File: src/rtl/regfile_pkg.sv
// Shared types and default widths for the register-file writeback arbiter.
package regfile_pkg;

  localparam int unsigned DATA_W         = 32;
  localparam int unsigned ADDR_W         = 5;
  localparam int unsigned DEF_FIFO_DEPTH = 4;
  localparam int unsigned DEF_STARVE_MAX = 3;

  // One buffered writeback: destination index plus data.
  typedef struct packed {
    logic [ADDR_W-1:0] rd;
    logic [DATA_W-1:0] data;
  } wb_entry_t;

  // Which source drives the write port in a given cycle.
  typedef enum logic [1:0] {
    SRC_NONE = 2'd0,
    SRC_ALU  = 2'd1,
    SRC_FIFO = 2'd2
  } wb_src_t;

  // A non-zero source index that matches a destination is a hazard; x0 never is.
  function automatic logic rd_match(input logic [ADDR_W-1:0] src,
                                    input logic [ADDR_W-1:0] dst);
    return (src != '0) && (src == dst);
  endfunction

endpackage

File: src/rtl/regfile_wb_arbiter_if.sv
// Writeback bus: ALU/LSU/MD producers, register-file write port and decode hazard query.
interface regfile_wb_arbiter_if;
  import regfile_pkg::*;

  logic              alu_valid;
  logic [ADDR_W-1:0] alu_rd;
  logic [DATA_W-1:0] alu_data;
  logic              alu_stall;

  logic              lsu_valid;
  logic              lsu_ready;
  logic [ADDR_W-1:0] lsu_rd;
  logic [DATA_W-1:0] lsu_data;

  logic              md_valid;
  logic              md_ready;
  logic [ADDR_W-1:0] md_rd;
  logic [DATA_W-1:0] md_data;

  logic              we;
  logic [ADDR_W-1:0] write_addr;
  logic [DATA_W-1:0] result;

  logic [ADDR_W-1:0] src_a;
  logic [ADDR_W-1:0] src_b;
  logic              pend_a;
  logic              pend_b;

  // Arbiter side.
  modport slave (
    input  alu_valid, alu_rd, alu_data,
    output alu_stall,
    input  lsu_valid, lsu_rd, lsu_data,
    output lsu_ready,
    input  md_valid, md_rd, md_data,
    output md_ready,
    output we, write_addr, result,
    input  src_a, src_b,
    output pend_a, pend_b
  );

  // Producer / register-file / decode side.
  modport master (
    output alu_valid, alu_rd, alu_data,
    input  alu_stall,
    output lsu_valid, lsu_rd, lsu_data,
    input  lsu_ready,
    output md_valid, md_rd, md_data,
    input  md_ready,
    input  we, write_addr, result,
    output src_a, src_b,
    input  pend_a, pend_b
  );

endinterface

File: src/rtl/regfile_wb_arbiter_wb_fifo.sv
// In-order sync FIFO of writeback entries with a per-slot valid/rd view for hazard matching.
module wb_fifo
  import regfile_pkg::*;
#(
  parameter int unsigned DEPTH = DEF_FIFO_DEPTH
) (
  input  logic                          clk,
  input  logic                          rst,
  input  logic                          i_push,
  input  wb_entry_t                     i_push_data,
  input  logic                          i_pop,
  output wb_entry_t                     o_head,
  output logic                          o_full,
  output logic                          o_empty,
  output logic [DEPTH-1:0]              o_vld,
  output logic [DEPTH-1:0][ADDR_W-1:0]  o_rd
);

  localparam int unsigned PTR_W = (DEPTH > 1) ? $clog2(DEPTH) : 1;
  localparam int unsigned CNT_W = PTR_W + 1;

  wb_entry_t        r_mem [DEPTH];
  logic [PTR_W-1:0] r_wr_ptr;
  logic [PTR_W-1:0] r_rd_ptr;
  logic [CNT_W-1:0] r_count;
  logic [DEPTH-1:0] r_vld;

  logic w_push_ok;
  logic w_pop_ok;

  assign o_full    = (r_count == CNT_W'(DEPTH));
  assign o_empty   = (r_count == '0);
  assign w_pop_ok  = i_pop && !o_empty;
  assign w_push_ok = i_push && (!o_full || w_pop_ok);
  assign o_head    = r_mem[r_rd_ptr];
  assign o_vld     = r_vld;

  // Pointers, occupancy and slot-valid bits; reset drops every buffered entry.
  always_ff @(posedge clk or posedge rst) begin
    if (rst) begin
      r_wr_ptr <= '0;
      r_rd_ptr <= '0;
      r_count  <= '0;
      r_vld    <= '0;
    end else begin
      if (w_push_ok) r_wr_ptr <= r_wr_ptr + PTR_W'(1);
      if (w_pop_ok)  r_rd_ptr <= r_rd_ptr + PTR_W'(1);
      r_count <= r_count + CNT_W'(w_push_ok) - CNT_W'(w_pop_ok);
      if (w_pop_ok)  r_vld[r_rd_ptr] <= 1'b0;
      if (w_push_ok) r_vld[r_wr_ptr] <= 1'b1;
    end
  end

  // Payload storage; contents only matter where the slot-valid bit is set.
  always_ff @(posedge clk) begin
    if (w_push_ok) r_mem[r_wr_ptr] <= i_push_data;
  end

  // Expose each slot's destination for the hazard comparators.
  always_comb begin
    o_rd = '0;
    for (int i = 0; i < DEPTH; i++) begin
      o_rd[i] = r_mem[i].rd;
    end
  end

endmodule

File: src/rtl/regfile_wb_arbiter.sv
// Writeback arbiter: ALU-priority select onto the register-file write port,
// LSU/MD results buffered in a shared FIFO, starvation guard and hazard flags.
module regfile_wb_arbiter
  import regfile_pkg::*;
#(
  parameter int unsigned FIFO_DEPTH = DEF_FIFO_DEPTH,
  parameter int unsigned STARVE_MAX = DEF_STARVE_MAX
) (
  input  logic                 clk,
  input  logic                 rst,
  regfile_wb_arbiter_if.slave  bus
);

  localparam int unsigned CNT_W = (STARVE_MAX > 1) ? $clog2(STARVE_MAX + 1) : 1;

  wb_src_t                            w_sel;
  logic                               w_lsu_fire;
  logic                               w_md_fire;
  logic                               w_push;
  wb_entry_t                          w_push_data;
  logic                               w_pop;
  wb_entry_t                          w_head;
  logic                               w_full;
  logic                               w_empty;
  logic [FIFO_DEPTH-1:0]              w_vld;
  logic [FIFO_DEPTH-1:0][ADDR_W-1:0]  w_fifo_rd;
  logic                               w_alu_over_fifo;
  logic                               w_starve_hit;
  logic                               w_pend_a;
  logic                               w_pend_b;

  logic              r_we;
  logic [ADDR_W-1:0] r_waddr;
  logic [DATA_W-1:0] r_result;
  logic              r_alu_stall;
  logic [CNT_W-1:0]  r_starve_cnt;

  // Ready comes from the pre-pop full flag; LSU wins a simultaneous push.
  assign bus.lsu_ready = !w_full;
  assign w_lsu_fire    = bus.lsu_valid && bus.lsu_ready;
  assign bus.md_ready  = !w_full && !w_lsu_fire;
  assign w_md_fire     = bus.md_valid && bus.md_ready;

  // Pick at most one accepted producer; x0 destinations complete but are not buffered.
  always_comb begin
    w_push      = 1'b0;
    w_push_data = '0;
    if (w_lsu_fire) begin
      w_push           = (bus.lsu_rd != '0);
      w_push_data.rd   = bus.lsu_rd;
      w_push_data.data = bus.lsu_data;
    end else if (w_md_fire) begin
      w_push           = (bus.md_rd != '0);
      w_push_data.rd   = bus.md_rd;
      w_push_data.data = bus.md_data;
    end
  end

  wb_fifo #(
    .DEPTH (FIFO_DEPTH)
  ) u_fifo (
    .clk         (clk),
    .rst         (rst),
    .i_push      (w_push),
    .i_push_data (w_push_data),
    .i_pop       (w_pop),
    .o_head      (w_head),
    .o_full      (w_full),
    .o_empty     (w_empty),
    .o_vld       (w_vld),
    .o_rd        (w_fifo_rd)
  );

  // Write-port source: a presented ALU result always wins (stall only asks upstream to hold off).
  always_comb begin
    w_sel = SRC_NONE;
    if (bus.alu_valid) begin
      w_sel = SRC_ALU;
    end else if (!w_empty) begin
      w_sel = SRC_FIFO;
    end
  end

  assign w_pop           = (w_sel == SRC_FIFO);
  assign w_alu_over_fifo = (w_sel == SRC_ALU) && !w_empty;
  assign w_starve_hit    = w_alu_over_fifo && (r_starve_cnt == CNT_W'(STARVE_MAX - 1));

  // Register-file write port, loaded from this cycle's selection.
  always_ff @(posedge clk or posedge rst) begin
    if (rst) begin
      r_we     <= 1'b0;
      r_waddr  <= '0;
      r_result <= '0;
    end else begin
      r_we <= 1'b0;
      unique case (w_sel)
        SRC_ALU: begin
          r_we     <= (bus.alu_rd != '0);
          r_waddr  <= bus.alu_rd;
          r_result <= bus.alu_data;
        end
        SRC_FIFO: begin
          r_we     <= 1'b1;
          r_waddr  <= w_head.rd;
          r_result <= w_head.data;
        end
        default: begin
        end
      endcase
    end
  end

  // Count consecutive ALU wins over a waiting FIFO; on the limit stall the ALU for one cycle.
  always_ff @(posedge clk or posedge rst) begin
    if (rst) begin
      r_starve_cnt <= '0;
      r_alu_stall  <= 1'b0;
    end else if (w_starve_hit) begin
      r_starve_cnt <= '0;
      r_alu_stall  <= 1'b1;
    end else if (w_alu_over_fifo) begin
      r_starve_cnt <= r_starve_cnt + CNT_W'(1);
      r_alu_stall  <= 1'b0;
    end else begin
      r_starve_cnt <= '0;
      r_alu_stall  <= 1'b0;
    end
  end

  // Operand hazards against buffered entries and the write in flight.
  always_comb begin
    w_pend_a = rd_match(bus.src_a, r_waddr) && r_we;
    w_pend_b = rd_match(bus.src_b, r_waddr) && r_we;
    for (int i = 0; i < FIFO_DEPTH; i++) begin
      if (w_vld[i] && rd_match(bus.src_a, w_fifo_rd[i])) w_pend_a = 1'b1;
      if (w_vld[i] && rd_match(bus.src_b, w_fifo_rd[i])) w_pend_b = 1'b1;
    end
  end

  assign bus.we         = r_we;
  assign bus.write_addr = r_waddr;
  assign bus.result     = r_result;
  assign bus.alu_stall  = r_alu_stall;
  assign bus.pend_a     = w_pend_a;
  assign bus.pend_b     = w_pend_b;

  // Upstream must keep the ALU quiet while stalled; the result is still taken if it does not.
  a_alu_stall_protocol : assert property (
    @(posedge clk) disable iff (rst) !(bus.alu_valid && r_alu_stall)
  ) else $error("alu_valid asserted while alu_stall is high");

endmodule
File: src/flat_wrapper.sv
// flat-port wrapper written by rule: the top's interface ports become plain ports
module regfile_wb_arbiter_flat import regfile_pkg::*;
#(
  parameter int unsigned FIFO_DEPTH = DEF_FIFO_DEPTH,
  parameter int unsigned STARVE_MAX = DEF_STARVE_MAX
)
  (clk, rst, bus_alu_valid, bus_alu_rd, bus_alu_data, bus_alu_stall, bus_lsu_valid, bus_lsu_rd, bus_lsu_data, bus_lsu_ready, bus_md_valid, bus_md_rd, bus_md_data, bus_md_ready, bus_we, bus_write_addr, bus_result, bus_src_a, bus_src_b, bus_pend_a, bus_pend_b);
  regfile_wb_arbiter_if bus_i ();
  input  logic clk;
  input  logic rst;
  input wire logic [$bits(bus_i.alu_valid)-1:0] bus_alu_valid;
  input wire logic [$bits(bus_i.alu_rd)-1:0] bus_alu_rd;
  input wire logic [$bits(bus_i.alu_data)-1:0] bus_alu_data;
  output wire logic [$bits(bus_i.alu_stall)-1:0] bus_alu_stall;
  input wire logic [$bits(bus_i.lsu_valid)-1:0] bus_lsu_valid;
  input wire logic [$bits(bus_i.lsu_rd)-1:0] bus_lsu_rd;
  input wire logic [$bits(bus_i.lsu_data)-1:0] bus_lsu_data;
  output wire logic [$bits(bus_i.lsu_ready)-1:0] bus_lsu_ready;
  input wire logic [$bits(bus_i.md_valid)-1:0] bus_md_valid;
  input wire logic [$bits(bus_i.md_rd)-1:0] bus_md_rd;
  input wire logic [$bits(bus_i.md_data)-1:0] bus_md_data;
  output wire logic [$bits(bus_i.md_ready)-1:0] bus_md_ready;
  output wire logic [$bits(bus_i.we)-1:0] bus_we;
  output wire logic [$bits(bus_i.write_addr)-1:0] bus_write_addr;
  output wire logic [$bits(bus_i.result)-1:0] bus_result;
  input wire logic [$bits(bus_i.src_a)-1:0] bus_src_a;
  input wire logic [$bits(bus_i.src_b)-1:0] bus_src_b;
  output wire logic [$bits(bus_i.pend_a)-1:0] bus_pend_a;
  output wire logic [$bits(bus_i.pend_b)-1:0] bus_pend_b;
  assign bus_i.alu_valid = bus_alu_valid;
  assign bus_i.alu_rd = bus_alu_rd;
  assign bus_i.alu_data = bus_alu_data;
  assign bus_alu_stall = bus_i.alu_stall;
  assign bus_i.lsu_valid = bus_lsu_valid;
  assign bus_i.lsu_rd = bus_lsu_rd;
  assign bus_i.lsu_data = bus_lsu_data;
  assign bus_lsu_ready = bus_i.lsu_ready;
  assign bus_i.md_valid = bus_md_valid;
  assign bus_i.md_rd = bus_md_rd;
  assign bus_i.md_data = bus_md_data;
  assign bus_md_ready = bus_i.md_ready;
  assign bus_we = bus_i.we;
  assign bus_write_addr = bus_i.write_addr;
  assign bus_result = bus_i.result;
  assign bus_i.src_a = bus_src_a;
  assign bus_i.src_b = bus_src_b;
  assign bus_pend_a = bus_i.pend_a;
  assign bus_pend_b = bus_i.pend_b;
  regfile_wb_arbiter #(.FIFO_DEPTH(FIFO_DEPTH), .STARVE_MAX(STARVE_MAX)) u_core (.clk(clk), .rst(rst), .bus(bus_i));
endmodule
File: config.mk
export PLATFORM = sky130hd
export DESIGN_NAME = regfile_wb_arbiter_flat
export DESIGN_NICKNAME = d
export VERILOG_FILES = /design/src/rtl/regfile_pkg.sv /design/src/rtl/regfile_wb_arbiter_if.sv /design/src/rtl/regfile_wb_arbiter_wb_fifo.sv /design/src/rtl/regfile_wb_arbiter.sv /design/src/flat_wrapper.sv
export SDC_FILE = /design/constraint.sdc
export NUM_CORES = 1
export LEC_CHECK = 0
export CAP_MARGIN = 20
export CORE_ASPECT_RATIO = 0.6
export CORE_UTILIZATION = 45
export CTS_BUF_LIST = sky130_fd_sc_hd__clkbuf_8
export DETAILED_ROUTE_END_ITERATION = 6
export HOLD_SLACK_MARGIN = 0.1
export PLACE_DENSITY = 0.71
export SLEW_MARGIN = 20
export SYNTH_ARGS = -nofsm -noshare
export SYNTH_HDL_FRONTEND = slang
export SYNTH_SLANG_ARGS = --single-unit
File: constraint.sdc
create_clock -name clk -period 3.1 [get_ports clk]
set_input_delay 0.62 -clock clk [delete_from_list [all_inputs] [get_ports clk]]
set_output_delay 0.62 -clock clk [all_outputs]
set_load 0.05 [all_outputs]
# --- After elaboration in Yosys (flattened, before gate mapping) ---
# Memories as Yosys holds them, arrays and structs flattened.
# Cells that the tools add are included.
word_totals:
  mem_count: 1
  output_inout_bits: 43
  mem_bits_rw: 148
  elab_cells: 104
  ff_bits: 52
classes:
  eq_ne: 14
  n_lt_le_gt_ge: 4
  reduce_logical: 40
  muxes: 28
  bitwise: 3
  n_addsub: 5
mem_list:
  columns: ["memory", "words", "word_bits", "read_ports", "rd_ports_with_merged_regs", "wr", "line", "source"]
  rows:
  - ["u_core.u_fifo.r_mem", 4, 37, 5, 0, 1, "regfile_wb_arbiter_wb_fifo.sv:22", "wb_entry_t r_mem [DEPTH];"]
ops:
  columns: ["operator", "n"]
  rows:
  - ["37-bit 2-to-1 mux", 2]
  - ["32-bit one-hot mux with 2 select lines", 1]
  - ["5-bit == test", 10]
  - ["1-bit logical AND", 29]
  - ["5-bit nonzero test", 5]
  - ["1-bit 2-to-1 mux", 15]
  - ["5-bit one-hot mux with 2 select lines", 1]
  - ["2-bit 2-to-1 mux", 4]
  - ["4-bit 2-to-1 mux", 2]
  - ["2-bit by 1-bit adder with 2-bit output, second input constant", 3]
  - ["2-bit by 3-bit less-than comparator with 1-bit output, second input constant", 2]
  - ["4-bit AND", 1]
  - ["1-bit demux with 2-bit select", 2]
  - ["2-bit == test, second input constant", 2]
  - ["2-bit by 1-bit >= comparator with 1-bit output, second input constant", 2]
  - ["4-bit inverter", 1]
  - ["4-bit OR", 1]
  - ["3-bit by 1-bit adder with 3-bit output", 1]
  - ["3-bit == test, second input constant", 1]
  - ["1-bit zero test", 3]
  - ["3-bit zero test", 1]
  - ["3-bit by 1-bit subtractor with 3-bit output", 1]
  - ["2-bit by 1-bit == test with 1-bit output, second input constant", 1]
  - ["1-bit one-hot mux with 2 select lines", 1]
  - ["other kinds (2)", 2]

# --- Depth between registers and ports, before layout ---
depth:
  depth_word: 11
  mapped_depth: 13
  mapped_depth_nobuf: 12

# --- Hierarchy ---
# A second synthesis with hierarchy kept.
hier_totals:
  hier_cells: 588
  area_unflattened_um2: 9081.2
modules_own_cells:
  columns: ["mod", "instances", "area_each_um2", "seq_area_each_um2", "cells_per_inst"]
  rows:
  - ["wb_fifo", 1, 6122.1, 4719.5, 269]
  - ["regfile_wb_arbiter", 1, 2959.1, 1026.0, 319]

# --- Worst setup path before layout ---
# OpenSTA, ideal clock, no wires.
synth_path:
  path_type: "input to register"
  startpoint: "in bus_lsu_rd[1]"
  endpoint: "reg u_core.u_fifo.r_count[2]"
  path_buffers: 1
  arrival_ns: 2.505
  path_slack_ns: 0.472
  path_stages: 12
  setup_time_ns: 0.124
  path_cell_list: "or3_1 > nor3_2 > a221oi_1 > buf_2 > inv_1 > ha_1 > inv_1 > ha_1 > inv_1 > fa_1 > xnor2_1 > xnor2_1"
synth_via:
  elab_chain_len: 5
synth_rtl:
  columns: ["item", "line", "source"]
  rows:
  - ["start: declaration", "flat_wrapper.sv:16", "input wire logic [$bits(bus_i.lsu_rd)-1:0] bus_lsu_rd;"]
  - ["5-bit nonzero test", "regfile_wb_arbiter.sv:49", "w_push = (bus.lsu_rd != '0);"]
  - ["1-bit 2-to-1 mux", "regfile_wb_arbiter.sv:48", "if (w_lsu_fire) begin"]
  - ["1-bit logical AND", "regfile_wb_arbiter_wb_fifo.sv:34", "assign w_push_ok = i_push && (!o_full || w_pop_ok);"]
  - ["3-bit by 1-bit adder with 3-bit output", "regfile_wb_arbiter_wb_fifo.sv:48", "r_count <= r_count + CNT_W'(w_push_ok) - CNT_W'(w_pop_ok);"]
  - ["3-bit by 1-bit subtractor with 3-bit output", "regfile_wb_arbiter_wb_fifo.sv:48", null]
  - ["end signal: assignment", "regfile_wb_arbiter_wb_fifo.sv:48", null]
  - ["end: declaration", "regfile_wb_arbiter_wb_fifo.sv:25", "logic [CNT_W-1:0] r_count;"]
# Every way passes these cells.
# A chain may end at the register's enable or synchronous reset.

# --- Worst setup path in the final report ---
layout_path:
  startpoint: "in bus_src_b[0]"
  endpoint: "out bus_pend_b"
layout_via:
  elab_chain_len: 7
layout_rtl:
  columns: ["item", "line", "source"]
  rows:
  - ["start: declaration", "flat_wrapper.sv:27", "input wire logic [$bits(bus_i.src_b)-1:0] bus_src_b;"]
  - ["5-bit == test / 5-bit nonzero test (equally long branches)", "regfile_pkg.sv:25", "return (src != '0) && (src == dst);"]
  - ["1-bit logical AND", "regfile_pkg.sv:25", null]
  - ["1-bit logical AND, on equally long branches", "regfile_wb_arbiter.sv:133, regfile_wb_arbiter.sv:136", null]
  - ["1-bit 2-to-1 mux (3 in a row)", "regfile_wb_arbiter.sv:136", "if (w_vld[i] && rd_match(bus.src_b, w_fifo_rd[i])) w_pend_b = 1'b1;"]
  - ["1-bit 2-to-1 mux *", "regfile_wb_arbiter.sv:136", null]
  - ["end: declaration", "flat_wrapper.sv:29", "output wire logic [$bits(bus_i.pend_b)-1:0] bus_pend_b;"]
# Mark *: on every way between the ends. The rest lies on a longest branch, timed or not.

==> out/metrics.cfg <==
[synthesis]
synth_largest_area_cell = sky130_fd_sc_hd__edfxtp_1
post_synth_edffs = 148
syn-num-nets = 706
yosys.cell_types.count = 35
synthesis.area_per_instance_um2 = 15.7
ys_seq_area_share_pct = 64.4
yosys_register_bits = 200
synth_top_cell_area_share_pct = 49.8
warnings_from_yosys = 0
synthesis.instances = 568
syn-cell-area_um2 = 8930
synthTopCellsByArea = sky130_fd_sc_hd__edfxtp_1 (50%), sky130_fd_sc_hd__dfrtp_1 (15%), sky130_fd_sc_hd__mux4_2 (9.3%)
yosys_most_used_dff = sky130_fd_sc_hd__edfxtp_1
postSynth.asyncResetShare_pct = 26.0

[floorplanning]
std_cell_rows = 39
height_of_the_die_um = 111
design.die.area_um2 = 20400
floorplan.initialDensity_pct = 46.4
design.portCount = 169
die_w_um = 184
core_um2 = 19200

[grt]
groute.usage.overall_pct = 21.8
overflow = 0
first_global_vias = 5592
first_pass_grt_wire_length_um = 32600
antenna_found_initial = 1
grt_max_degree = 79

[final_layout]
num-fill-cells = 1502
mostFrequentLayoutCell = sky130_fd_sc_hd__clkdlybuf4s50_1
nets = 874
multi_input_area_um2 = 2880
final_design_area_no_fill_um2 = 11300
layout-drive-gt1-share_pct = 14.6
commonest_non_fill_non_tap_cells_in_the_layout = sky130_fd_sc_hd__clkdlybuf4s50_1 (163), sky130_fd_sc_hd__edfxtp_1 (148), sky130_fd_sc_hd__dfrtp_1 (50)
ff_latch_area_um2 = 5750
syn2layout_area_growth_pct = 26.9
number_of_diodes = 0

[job]
drv.max_cap_violation_count = 0

[place]
gp_congestion = 0.916
placedInstanceArea_um2 = 10900
hpwlAfterDp_um = 15100
port-buffer-count = 168
detailedPlace.worstSlack_ps = -5.79

[clock_network]
postCtsSetupRepairBufs = 0
cts_num_sinks = 200
clock_network_latency_to_the_later_pin_of_the_worst_skew_pair_ps = 470
tritoncts = done
cts_bufs_inserted = 17
cts_root_buf = sky130_fd_sc_hd__clkbuf_8
deepest_clock_path_buffer_count = 2
cts.reportedPaths.clkPinSlew_ps = 110
cts.htree.levels = 4

[timing]
maxSlewHeadroom_pct = 49.5
tightest_slew_ps = 758
fmaxAchievable_ghz = 0.340
finalSetupViolations = 0
fin_tns_setup_ps = 0
post-route-min-period_ps = 2940
timing_hold_violations_final = 0
worst_setup_margin_ps = 156
drv_slew = 0
grt_setup_unrepaired = no
final_setup_skew_ps = 27.4
final_min_period_over_clock_period_pct = 95.0

[pwr]
cellPowerDensity_nw_per_um2 = 921
leakage_nw = 4.37
total_power_mw = 10.4
power.ir.vdd_worst_mv = 0.692

[run_status]
run_status = complete, no violations

[setup_path]
worst_path_max_fanout = 4
critPathSlowestCell = sky130_fd_sc_hd__clkdlybuf4s50_1
critical-path-top-cell-by-count = sky130_fd_sc_hd__nand3_1
timing.critical_path.from_type = input port
timing.critical_path.max_delay_family = buffers and inverters
timing.critical_path.cells = clkdlybuf4s50_1 -> buf_4 -> xor2_1 -> nor4_1 -> nand3_1 -> nand3_1 -> o22a_1 -> buf_12
cp_slowest_stage_delay_ps = 480
worst-endpoint-required_ps = 2480
worstSetupEndpointType = output pin
crit_buf_inv = 3
critical_path_arrival_ps = 2320
timing_worst_setup_path_type = input port to output pin

[detailed_routing]
vias_cell = 5.49
route.vias.total = 5575
router_iterations_before_antenna_repair = 5
routed_wirelength_um = 21500
drt-initial-drc-count = 506
drt-wirelength-per-cell_um = 21.1
drt_drc_violations_left = 0
drtAntennaViolNets = 0

[hold_path]
min_path_type = flip-flop to flip-flop

[registers in the layout, indices dropped and copies added (netlist names)]
signal and count:
u_core.bus.result 32, u_core.u_fifo.r_wr_ptr 2, u_core.bus.write_addr 5, u_core.r_starve_cnt 2, u_core.u_fifo.o_vld 4, u_core.u_fifo.r_mem 148
u_core.u_fifo.r_rd_ptr 2, u_core.u_fifo.r_count 3, u_core.bus.alu_stall 1, u_core.bus.we 1
[where the power goes]
part	leakage [nW]	internal [mW]	switching [mW]
logic	2.15	1.86	2.47
clock network	0.216	0.637	1.05
registers	2.01	3.94	0.484
total	4.37	6.43	4.00
[per-stage QoR]
stage | cells | hold slack, ps | utilization, %
after floorplan | 568 | 409 | -
after global placement | 983 | 422 | 56.7
after detailed placement | 983 | 437 | 56.7
after CTS | 1015 | 454 | 58.9
after global routing | 1015 | 472 | 58.9
final | 1015 | 446 | 58.9
[final cells by class]
type | count | area share [%]
multi-input combinational | 316 | 25.4
inverter | 10 | 0.331
sequential | 200 | 50.7
clock buffer | 17 | 2.07
timing repair buffer | 191 | 16.8
clock inverter | 15 | 1.69
tap | 266 | 2.94
[cell usage after synthesis (all sizes together), types with 11 or more instances]
| master | n |
|---|---|
| dfrtp | 52 |
| o21ai | 38 |
| nand2 | 47 |
| xnor2 | 14 |
| mux2i | 37 |
| ha | 11 |
| buf | 27 |
| a22o | 41 |
| mux4 | 37 |
| clkbuf | 15 |
| nand3 | 12 |
| edfxtp | 148 |
| xor2 | 40 |
[logic make-up after synthesis]
logic type / synth area share, %
AND/OR/NAND/NOR: 4.84
AO/OA/AOI/OAI: 6.63
flip-flops: 64.4
multiplexers: 13.6
adder cells (fa/ha/maj): 1.77
buffers and inverters: 3.49
XOR/XNOR: 5.30
[metal layers]
metal  global-route usage [%]  part of all wire, %
met5                        0                0.061
met4                     4.33                 0.75
met3                     5.52                  8.6
met2                     30.7                   42
met1                     33.9                   48
[final timing paths]
path	startpoint	end	slack, ps	cells after the start
worst max-delay path	bus_src_b[0]	bus_pend_b	160	8
worst min-delay path	u_core.r_starve_cnt[0]$_DFF_PP0_	u_core.r_starve_cnt[0]$_DFF_PP0_	450	1
worst max register to register	u_core.u_fifo.r_count[2]$_DFF_PP0_	u_core.u_fifo.r_count[2]$_DFF_PP0_	590	9
worst min register to register	u_core.r_starve_cnt[0]$_DFF_PP0_	u_core.r_starve_cnt[0]$_DFF_PP0_	450	1
max in group asynchronous	rst	u_core.u_fifo.r_rd_ptr[0]$_DFFE_PP0P_	1880	3
min in group asynchronous	rst	u_core.bus.we$_DFF_PP0_	570	2
[timing repair]
| action | 4_1_cts | 5_1_grt |
|---|---|---|
| hold endpoints to repair | 0 | 0 |
| gates resized for setup | 0 | 1 |
| setup endpoints to repair | 0 | 1 |
| hold buffers | 0 | 0 |
Note: power is estimated with default switching activity, not from simulation.
